==> src/rtl/pwm_bank.sv <==
// pwm_bank: NUM_CH-channel PWM with a shared prescaler and period counter, wrap-synchronised shadow registers; define PWM_BANK_CENTER_EN to add centre-aligned mode
module pwm_bank #(
   parameter int NUM_CH  = 4,
   parameter int WIDTH   = 16,
   parameter int PRESC_W = 8,
   parameter int ADR_W   = 4
) (
   input  logic              i_clk,
   input  logic              i_reset,
   input  logic              i_cs,
   input  logic              i_wren,
   input  logic [ADR_W-1:0]  i_adr,
   input  logic [31:0]       i_di,
   output logic [31:0]       o_do,
   output logic [NUM_CH-1:0] o_out,
   output logic              o_wrap
);
   logic               r_en, r_inv, r_flag, r_upd, r_wrap;
   logic [PRESC_W-1:0] r_presc, r_pcnt;
   logic [WIDTH-1:0]   r_per_pend, r_per_act, r_cnt;
   logic [WIDTH-1:0]   r_duty_pend [NUM_CH];
   logic [WIDTH-1:0]   r_duty_act  [NUM_CH];
   logic [31:0]        r_do, w_rdata;
   logic [NUM_CH-1:0]  r_out;
   logic               w_wr, w_rd, w_wr_ctrl, w_tick, w_en_clr, w_wrap_ev, w_mode_chg, w_ctr;
   logic [WIDTH-1:0]   w_cnt_nxt;
   logic               w_unused;
   assign w_unused  = ^i_di;
   assign w_wr      = i_cs & i_wren;
   assign w_rd      = i_cs & ~i_wren;
   assign w_wr_ctrl = w_wr & (i_adr == ADR_W'(0));
   assign w_tick    = r_en & (r_pcnt == r_presc);
   assign w_en_clr  = w_wr_ctrl & r_en & ~i_di[0];
`ifdef PWM_BANK_CENTER_EN
   logic r_ctr, r_dir, w_down, w_cwrap;
   assign w_ctr      = r_ctr;
   assign w_mode_chg = w_wr_ctrl & (i_di[2] != r_ctr);
   assign w_down     = r_dir | (r_cnt == r_per_act);
   assign w_cwrap    = w_down & (r_cnt <= WIDTH'(1));
   assign w_wrap_ev  = w_tick & (r_ctr ? w_cwrap : (r_cnt == r_per_act));
   assign w_cnt_nxt  = r_ctr ? (w_cwrap ? '0 : w_down ? r_cnt - WIDTH'(1) : r_cnt + WIDTH'(1))
                             : (w_wrap_ev ? '0 : r_cnt + WIDTH'(1));
   // centre-mode select and count direction; direction falls back to up on wrap, disable or mode change
   always_ff @(posedge i_clk or posedge i_reset) begin
      if (i_reset) begin
         r_ctr <= 1'b0;
         r_dir <= 1'b0;
      end else begin
         if (w_wr_ctrl) r_ctr <= i_di[2];
         if (w_en_clr | w_mode_chg) r_dir <= 1'b0;
         else if (w_tick) r_dir <= r_ctr & w_down & ~w_cwrap;
      end
   end
`else
   assign w_ctr      = 1'b0;
   assign w_mode_chg = 1'b0;
   assign w_wrap_ev  = w_tick & (r_cnt == r_per_act);
   assign w_cnt_nxt  = w_wrap_ev ? '0 : r_cnt + WIDTH'(1);
`endif
   // register file: control, pending shadows, active copies loaded at wrap or disable, status flags
   always_ff @(posedge i_clk or posedge i_reset) begin
      if (i_reset) begin
         r_en        <= 1'b0;
         r_inv       <= 1'b0;
         r_presc     <= '0;
         r_per_pend  <= '0;
         r_per_act   <= '0;
         r_duty_pend <= '{default: '0};
         r_duty_act  <= '{default: '0};
         r_flag      <= 1'b0;
         r_upd       <= 1'b0;
      end else begin
         if (w_wr_ctrl) begin
            r_en    <= i_di[0];
            r_inv   <= i_di[1];
            r_presc <= i_di[8 +: PRESC_W];
         end
         if (w_wrap_ev | w_en_clr) begin
            r_per_act  <= r_per_pend;
            r_duty_act <= r_duty_pend;
            r_upd      <= 1'b0;
         end
         if (w_wr & (i_adr == ADR_W'(1))) begin
            r_per_pend <= i_di[WIDTH-1:0];
            r_upd      <= 1'b1;
         end
         for (int i = 0; i < NUM_CH; i++)
            if (w_wr & (i_adr == ADR_W'(4 + i))) begin
               r_duty_pend[i] <= i_di[WIDTH-1:0];
               r_upd          <= 1'b1;
            end
         if (w_wrap_ev) r_flag <= 1'b1;
         else if (w_wr & (i_adr == ADR_W'(2)) & i_di[0]) r_flag <= 1'b0;
      end
   end
   // prescaler and period counter; disable zeroes both, a mode change restarts the period
   always_ff @(posedge i_clk or posedge i_reset) begin
      if (i_reset) begin
         r_pcnt <= '0;
         r_cnt  <= '0;
      end else if (w_en_clr) begin
         r_pcnt <= '0;
         r_cnt  <= '0;
      end else if (r_en) begin
         r_pcnt <= w_tick ? '0 : r_pcnt + PRESC_W'(1);
         if (w_mode_chg) r_cnt <= '0;
         else if (w_tick) r_cnt <= w_cnt_nxt;
      end
   end
   // read mux for the register map; unmapped indices read 0
   always_comb begin
      w_rdata = '0;
      if (i_adr == ADR_W'(0)) begin
         w_rdata[0]            = r_en;
         w_rdata[1]            = r_inv;
         w_rdata[2]            = w_ctr;
         w_rdata[8 +: PRESC_W] = r_presc;
      end
      if (i_adr == ADR_W'(1)) w_rdata[WIDTH-1:0] = r_per_pend;
      if (i_adr == ADR_W'(2)) w_rdata[1:0] = {r_upd, r_flag};
      if (i_adr == ADR_W'(3)) w_rdata[WIDTH-1:0] = r_cnt;
      for (int i = 0; i < NUM_CH; i++)
         if (i_adr == ADR_W'(4 + i)) w_rdata[WIDTH-1:0] = r_duty_pend[i];
   end
   // registered outputs: read data, wrap pulse and PWM compare
   always_ff @(posedge i_clk or posedge i_reset) begin
      if (i_reset) begin
         r_do   <= '0;
         r_out  <= '0;
         r_wrap <= 1'b0;
      end else begin
         r_do   <= w_rd ? w_rdata : '0;
         r_wrap <= w_wrap_ev;
         for (int i = 0; i < NUM_CH; i++)
            r_out[i] <= r_en ? ((r_cnt < r_duty_act[i]) ^ r_inv) : r_inv;
      end
   end
   assign o_do   = r_do;
   assign o_out  = r_out;
   assign o_wrap = r_wrap;
endmodule

==> config.mk <==
export PLATFORM = sky130hd
export DESIGN_NAME = pwm_bank
export DESIGN_NICKNAME = d
export VERILOG_FILES = /design/src/rtl/pwm_bank.sv
export SDC_FILE = /design/constraint.sdc
export NUM_CORES = 1
export LEC_CHECK = 0
export ABC_AREA = 1
export BUFFER_PORTS_ARGS = -buffer_cell sky130_fd_sc_hd__buf_2
export CAP_MARGIN = 5
export CORE_MARGIN = 5
export CORE_UTILIZATION = 50
export CTS_CLUSTER_DIAMETER = 40
export DETAILED_ROUTE_END_ITERATION = 8
export GPL_ROUTABILITY_DRIVEN = 0
export PLACE_DENSITY = 0.8
export SYNTH_ARGS = -nofsm -noshare
export SYNTH_HDL_FRONTEND = slang
export SYNTH_SLANG_ARGS = --single-unit
==> constraint.sdc <==
create_clock -name i_clk -period 6.4 [get_ports i_clk]
set_input_delay 0.96 -clock i_clk [delete_from_list [all_inputs] [get_ports i_clk]]
set_output_delay 0.96 -clock i_clk [all_outputs]
set_load 0.005 [all_outputs]
==> results of run 1 <==
==> cells by family (layout without fill, tap and decap cells) <==
| family | count (synthesis) | after routing |
|---|---|---|
| xor gates and xnor gates | 36 | 36 |
| buffers and inverters | 226 | 245 |
| DFF | 217 | 217 |
| adders and majority gates | 62 | 62 |
| AOI/OAI and AO/OA | 190 | 190 |
| other | 1 | 16 |
| and+or+nand+nor | 683 | 683 |
==> worst reg2reg max path, delay by kind of cell, from the launching register on <==
| family | cells | cell delay (ps) |
|---|---|---|
| DFF | 1 | 700 |
| and+or+nand+nor | 8 | 3130 |
==> routing by layer <==
layer,up-vias,GRT usage [%],part of all wire (%)
met5,-,0,0
met4,0,7.99,3.0
met3,83,4.06,9.6
met2,491,37.2,46
met1,4659,33.3,42
li1,4545,-,-
==> how the worst max path moves through the flow <==
stage	start	endpoint	cells after the start
floorplan	i_reset	o_do[0]	1
global placement	r_en	r_duty_act[62]	8
detailed placement	r_en	r_duty_act[14]	8
CTS	r_en	r_duty_act[51]	8
global route	r_cnt[13]	r_duty_act[60]	8
finish	r_en	r_duty_act[51]	8
==> synth_stat cells, types with 2 or more instances <==
master      n
a21oi_1    61
and3_1      2
buf_1       4
buf_2       7
buf_4      25
buf_6       8
clkbuf_1   34
clkinv_1    2
dfrtp_1   217
ha_1       62
inv_1     141
inv_2       5
nand2_1   464
nand2_2     2
nand3_1   101
nand3_2     9
nand4_1    33
nor2_1     47
nor2_2      3
nor3_1      6
nor3b_1     2
nor4_1      4
o211ai_1    9
o21a_1      4
o21ai_0   102
o21ai_1    11
o22ai_1     2
or2_2       4
xnor2_1    16
xor2_1     20
==> sequential cells by signal, summed over array words and instances (netlist names) <==
signal       count
r_cnt           16
r_per_act       16
r_duty_act      64
r_duty_pend     64
o_out            4
o_wrap           1
r_per_pend      16
r_upd            1
r_inv            1
r_presc          8
r_pcnt           8
o_do            16
r_flag           1
r_en             1
==> stage by stage <==
| step | instance area, um^2 | power, mW |
|---|---|---|
| final | 12600 | 4.65 |
| after global routing | 12600 | 4.95 |
| after CTS | 12600 | 4.64 |
| after detailed placement | 11700 | 3.15 |
| after global placement | 11700 | 3.09 |
| after floorplan | 11500 | 2.79 |
==> cell type report <==
type | count | area (um^2)
fillers | 1931 | 10000
flip-flops and latches | 217 | 5430
multi-input cells | 987 | 5080
clock buffers | 31 | 699
inverters | 148 | 559
well taps | 285 | 357
repair buffers | 49 | 270
clock inverters | 17 | 173
==> power by group through the flow <==
stage          Sequential, mW  Clock, mW  Combinational (mW)
2_1_floorplan            1.88          0               0.909
3_3_place_gp             1.93          0                1.16
3_5_place_dp             1.94          0                1.21
4_1_cts                  1.92       1.49                1.23
5_1_grt                  1.97       1.56                1.42
6_report                 1.93       1.48                1.24
==> summary.json, run 1 <==
{
  "pwr": {
    "net-switching-power_mw": 1.64,
    "switching_share_pct": 35.3,
    "pwr-share-clk_pct": 31.9,
    "max-vdd-ir-drop_v": 0.000376,
    "power_density_nw_per_um2": 370,
    "comb_power_share_pct": 26.6,
    "power.share.sequential_pct": 41.5,
    "leakage_power_figure_nw": 6.68,
    "power.internal_mw": 3.01
  },
  "route": {
    "vias": 9778,
    "avgViaCountPerCell": 5.64,
    "detail_route.iter0.violations": 997,
    "first_pass_iters": 6,
    "detail-route-antenna-nets": 0,
    "post_drt_wl_per_cell_um": 17.4,
    "drc_errors": 0,
    "totalWireLength_um": 30200
  },
  "sta": {
    "clock_skew_ps": 6.69,
    "setup_repair_after_global_routing_missed_its_margin": "false",
    "timing.final.crit_period_ps": 3900,
    "fin_ws_ps": 2500,
    "tightest_slew_ps": 1300,
    "max_freq_mhz": 256,
    "worst_slew_margin_rel_pct": 13.2,
    "final_hold_viol_count": 0,
    "setup_tns_ps": 0,
    "report.final.slew_viol_count": 0,
    "final_setup_viols": 0,
    "post-route-period-util_pct": 61.0,
    "fin_hold_ws_ps": 400
  },
  "placed_design": {
    "hpwl_um": 19700,
    "placed_cells": 1686,
    "number_of_i_o_port_buffers": 44,
    "detailedPlace.worstSlack_ps": 2620
  },
  "yosys": {
    "synth_fa_ha_area_share_pct": 6.78,
    "yosys_warnings": 0,
    "muxShareOfSynthArea_pct": 0,
    "yosys.area.top_type": "dfrtp_1",
    "ffs_w_async_s_r_synth_pct": 100,
    "synth_seq_area_share_pct": 47.4,
    "synth_simple_gate_area_share_pct": 25.4,
    "yosys_most_used_dff": "dfrtp_1",
    "synth_compound_gate_area_share_pct": 8.71,
    "synth_xor_area_share_pct": 2.76,
    "synth_seq_cells": 217,
    "synth_enable_flop_cells": 0,
    "synthTopCellsByArea": "dfrtp_1 (47%), nand2_1 (15%), ha_1 (6.8%)",
    "synth.cell_area_um2": 11400,
    "synth_top_area_share_pct": 47.4,
    "syn_inst": 1415,
    "synth.lib_cells_used.distinct": 38,
    "dominant_combinational_cell_family_by_area_after_synthesis": "simple AND/OR/NAND/NOR gates",
    "avgSynthCellArea_um2": 8.09
  },
  "layout": {
    "insertedDiodeCount": 0,
    "fin_cells": 1734,
    "syn_to_final_growth_pct": 9.80,
    "finalCoreUtilization_pct": 55.7,
    "leading_cell_type_in_the_layout_fill_and_taps_excluded": "nand2_1",
    "layout.cells.most_common_list": "nand2_1 (464), dfrtp_1 (217), inv_1 (140), o21ai_0 (102), nand3_1 (100)",
    "nets": 1531,
    "drive_above_1_share_pct": 8.56
  },
  "floorplanning": {
    "floorplan.die.height_um": 161,
    "io_pins": 77,
    "std_cell_rows": 55,
    "core_area_um2": 22600,
    "die_area_um2": 26000,
    "die_w_um": 161,
    "initial_core_util_pct": 50.7
  },
  "critical_path": {
    "regToRegEndpoint": "r_duty_act[51]",
    "cp_cell_sequence": "nand2_1 > nor2_1 > nand3_1 > nor2_1 > nand3_4 > nand2_4 > nand2_1 > nand2_1",
    "worst_r2r_startpoint": "r_en",
    "cpLargestDelayFamily": "simple AND/OR/NAND/NOR gates",
    "critical_path_buf_inv_count": 0,
    "cp_data_required_time_ps": 6860,
    "critical-path-max-stage-delay_ps": 1160,
    "path_class": "flop to flop",
    "cp.arrival_ps": 4360,
    "worst_r2r_path_depth": 8,
    "crit_path_frequent_cell": "nand2_1",
    "cp_slowest_cell": "nand2_4",
    "worst-path-max-fanout": 84,
    "setup.worst_path.end_class": "flop",
    "internal_reg_to_reg_setup_slack_ps": 2500,
    "type_of_origin_of_the_critical_path": "flop"
  },
  "global_routing": {
    "largest_net_degree_at_the_start_of_global_routing": 133,
    "grt_pass1_wl_um": 50200,
    "grt_overflow_total": 0,
    "grt_pass1_vias": 9569,
    "grt_use_total_pct": 23.6,
    "grt_antenna_before_repair": 0
  },
  "cts": {
    "htreeDepth": 1,
    "tritoncts.num_buffers": 26,
    "post-cts-setup-buffers": 0,
    "cts-hold-fix-buffers": 0,
    "post_cts_resized": 0,
    "clk_pin_slew_ps": 60,
    "clockRootBuffer": "clkbuf_16",
    "cts.path.max_buffers": 3,
    "tritoncts_clock_tree": "done",
    "clock_sinks": 217,
    "insertion_delay_ps": 530
  },
  "min_path": {
    "hold_class": "primary input to async pin"
  },
  "job": {
    "maxCapViolCount": 0
  },
  "status": {
    "result_of_the_run": "complete, no violations"
  }
}
Power figures use the tool's default switching activity.
==> inputs of run 2 (changes only) <==
- ABC_AREA: 1 -> 0
- PLACE_DENSITY: 0.8 -> 0.77
- clock period: 6.4 -> 4.05 ns (I/O delays scaled with it)
==> run 2 against run 1 <==
  * Core utilization increased by 2.2 points
  * Critical endpoint is now r_duty_act[46]
  * Sequential share of layout area is 0.34 points lower
  * Critical path depth is 1 lower
  * Largest cell class unchanged
  * Register-to-register slack got worse by 1500 ps
  * Fmax is 30% higher
  * Clock power rose by 81%
==> summary.json, run 2 <==
{
  "cts": {
    "cts.path.max_buffers": 3,
    "cts-hold-fix-buffers": 0,
    "insertion_delay_ps": 540,
    "post-cts-setup-buffers": 0,
    "clockRootBuffer": "clkbuf_16",
    "tritoncts.num_buffers": 30,
    "clk_pin_slew_ps": 60,
    "post_cts_resized": 0,
    "htreeDepth": 1,
    "tritoncts_clock_tree": "done",
    "clock_sinks": 217
  },
  "yosys": {
    "syn_inst": 927,
    "synth_top_area_share_pct": 48.8,
    "yosys.cell_count.top_type": "dfrtp_1",
    "synth_enable_flop_cells": 0,
    "synth.lib_cells_used.distinct": 54,
    "synth.cell_area_um2": 11100,
    "synth_seq_area_share_pct": 48.8,
    "yosys_most_used_dff": "dfrtp_1",
    "avgSynthCellArea_um2": 12.0,
    "synth_seq_cells": 217,
    "ffs_w_async_s_r_synth_pct": 100,
    "netlist_top_cells_count": "dfrtp_1 (217), mux2_2 (137), inv_1 (66)",
    "synthTopCellsByArea": "dfrtp_1 (49%), mux2_2 (14%), ha_1 (7.0%)",
    "yosys.area.top_type": "dfrtp_1",
    "yosys_warnings": 0
  },
  "route": {
    "avgViaCountPerCell": 5.80,
    "totalWireLength_um": 27300,
    "detail_route.iter0.violations": 630,
    "detail-route-antenna-nets": 0,
    "post_drt_wl_per_cell_um": 21.2,
    "first_pass_iters": 5,
    "drc_errors": 0,
    "vias": 7476
  },
  "sta": {
    "post-route-period-util_pct": 74.2,
    "tightest_slew_ps": 1150,
    "final_hold_viol_count": 0,
    "final_setup_viols": 0,
    "fin_hold_ws_ps": 225,
    "setup_repair_after_global_routing_missed_its_margin": "false",
    "report.final.slew_viol_count": 0,
    "setup_tns_ps": 0,
    "worst_slew_margin_rel_pct": 22.6,
    "clock_skew_ps": 13.2,
    "timing.final.crit_period_ps": 3000,
    "max_freq_mhz": 333,
    "fin_ws_ps": 1050
  },
  "critical_path": {
    "type_of_origin_of_the_critical_path": "flop",
    "critPathCapture": "r_duty_act[46]",
    "cp_data_required_time_ps": 4470,
    "worst-path-max-fanout": 33,
    "worst_r2r_startpoint": "r_cnt[2]",
    "regToRegEndpoint": "r_duty_act[46]",
    "startpoint": "r_cnt[2]",
    "worst_r2r_path_depth": 7,
    "internal_reg_to_reg_setup_slack_ps": 1050,
    "setup.worst_path.end_class": "flop",
    "path_class": "flop to flop",
    "cp.arrival_ps": 3420
  },
  "job": {
    "maxCapViolCount": 0
  },
  "global_routing": {
    "grt_use_total_pct": 21.1,
    "grt_pass1_wl_um": 43200,
    "largest_net_degree_at_the_start_of_global_routing": 120,
    "grt_pass1_vias": 7609,
    "grt_overflow_total": 0,
    "grt_antenna_before_repair": 0
  },
  "layout": {
    "leading_cell_type_in_the_layout_fill_and_taps_excluded": "dfrtp_1",
    "syn_to_final_growth_pct": 13.9,
    "insertedDiodeCount": 0,
    "largestRegisters": "r_duty_act (64), r_duty_pend (64)",
    "layout.cells.most_common_list": "dfrtp_1 (217), mux2_2 (137), inv_1 (65), ha_1 (62), nor2_1 (55)",
    "n_fill_cell": 1772,
    "drive_above_1_share_pct": 29.9,
    "nets": 1087
  },
  "status": {
    "result_of_the_run": "complete, no violations"
  },
  "min_path": {
    "hold_class": "primary input to async pin"
  },
  "pwr": {
    "power_density_nw_per_um2": 528,
    "max-vdd-ir-drop_v": 0.000336,
    "fin_total_pwr_mw": 6.68,
    "leakage_power_figure_nw": 6.04
  },
  "floorplanning": {
    "core_area_um2": 21900,
    "initial_core_util_pct": 50.8,
    "std_cell_rows": 54,
    "die_area_um2": 25300,
    "io_pins": 77,
    "die_w_um": 159,
    "floorplan.die.height_um": 159
  },
  "placed_design": {
    "number_of_i_o_port_buffers": 44,
    "detailedPlace.worstSlack_ps": 778,
    "hpwl_um": 18700
  }
}
## run 2: worst min-delay path by stage
stage                     slack [ps]             to
after floorplan                  460  r_duty_act[1]
after global placement           470  r_duty_act[1]
after detailed placement         480  r_duty_act[1]
after CTS                        270       o_out[2]
after global routing             290       o_out[2]
final                            220       o_out[2]
## run 2: cell families after synthesis
logic type,synth area share (%)
flops,48.8
mux,20.0
simple gates,7.45
buf+inv,5.64
compound gates,7.39
fa+ha+maj,6.98
xor+xnor,3.70
other cells,0.0337
## run 2: layout make-up
cell class	instances	area, um^2	share of cell area (%)
flip-flops and latches	217	5430	42.9
multi-input cells	601	5140	40.6
clock buffers	34	817	6.45
repair buffers	68	438	3.46
well taps	280	350	2.77
inverters	67	255	2.02
clock inverters	21	231	1.83
## run 2: metrics by stage
step | instances | cell area [um^2] | util [%]
global route | 1288 | 12700 | 57.9
detailed placement | 1233 | 11600 | 53.1
CTS | 1288 | 12700 | 57.9
finish | 1288 | 12700 | 57.9
floorplan | 942 | 11200 | -
global placement | 1233 | 11600 | 53.1
## run 2: power by group
part           total (mW)  internal (mW)  switching (mW)
Sequential           2.85           2.50           0.346
Combinational        1.15          0.570           0.584
Clock                2.68           1.66            1.02
Total                6.68           4.73            1.96
## run 2: critical path, cell delays in order, from the launching register on
cell and delay (ps):
dfrtp_1 560, xor2_1 250, nor4_1 440, nand4_1 280, or2_2 400, nand2_4 100, buf_4 420, mux2_2 410
## run 2: metal layers
metal	share of wire (%)	vias to the layer above	global-route usage, %
li1	-	3375	-
met1	44	3810	30.0
met2	47	242	33.4
met3	6.6	49	3.57
met4	2.8	0	6.09
met5	0	-	0
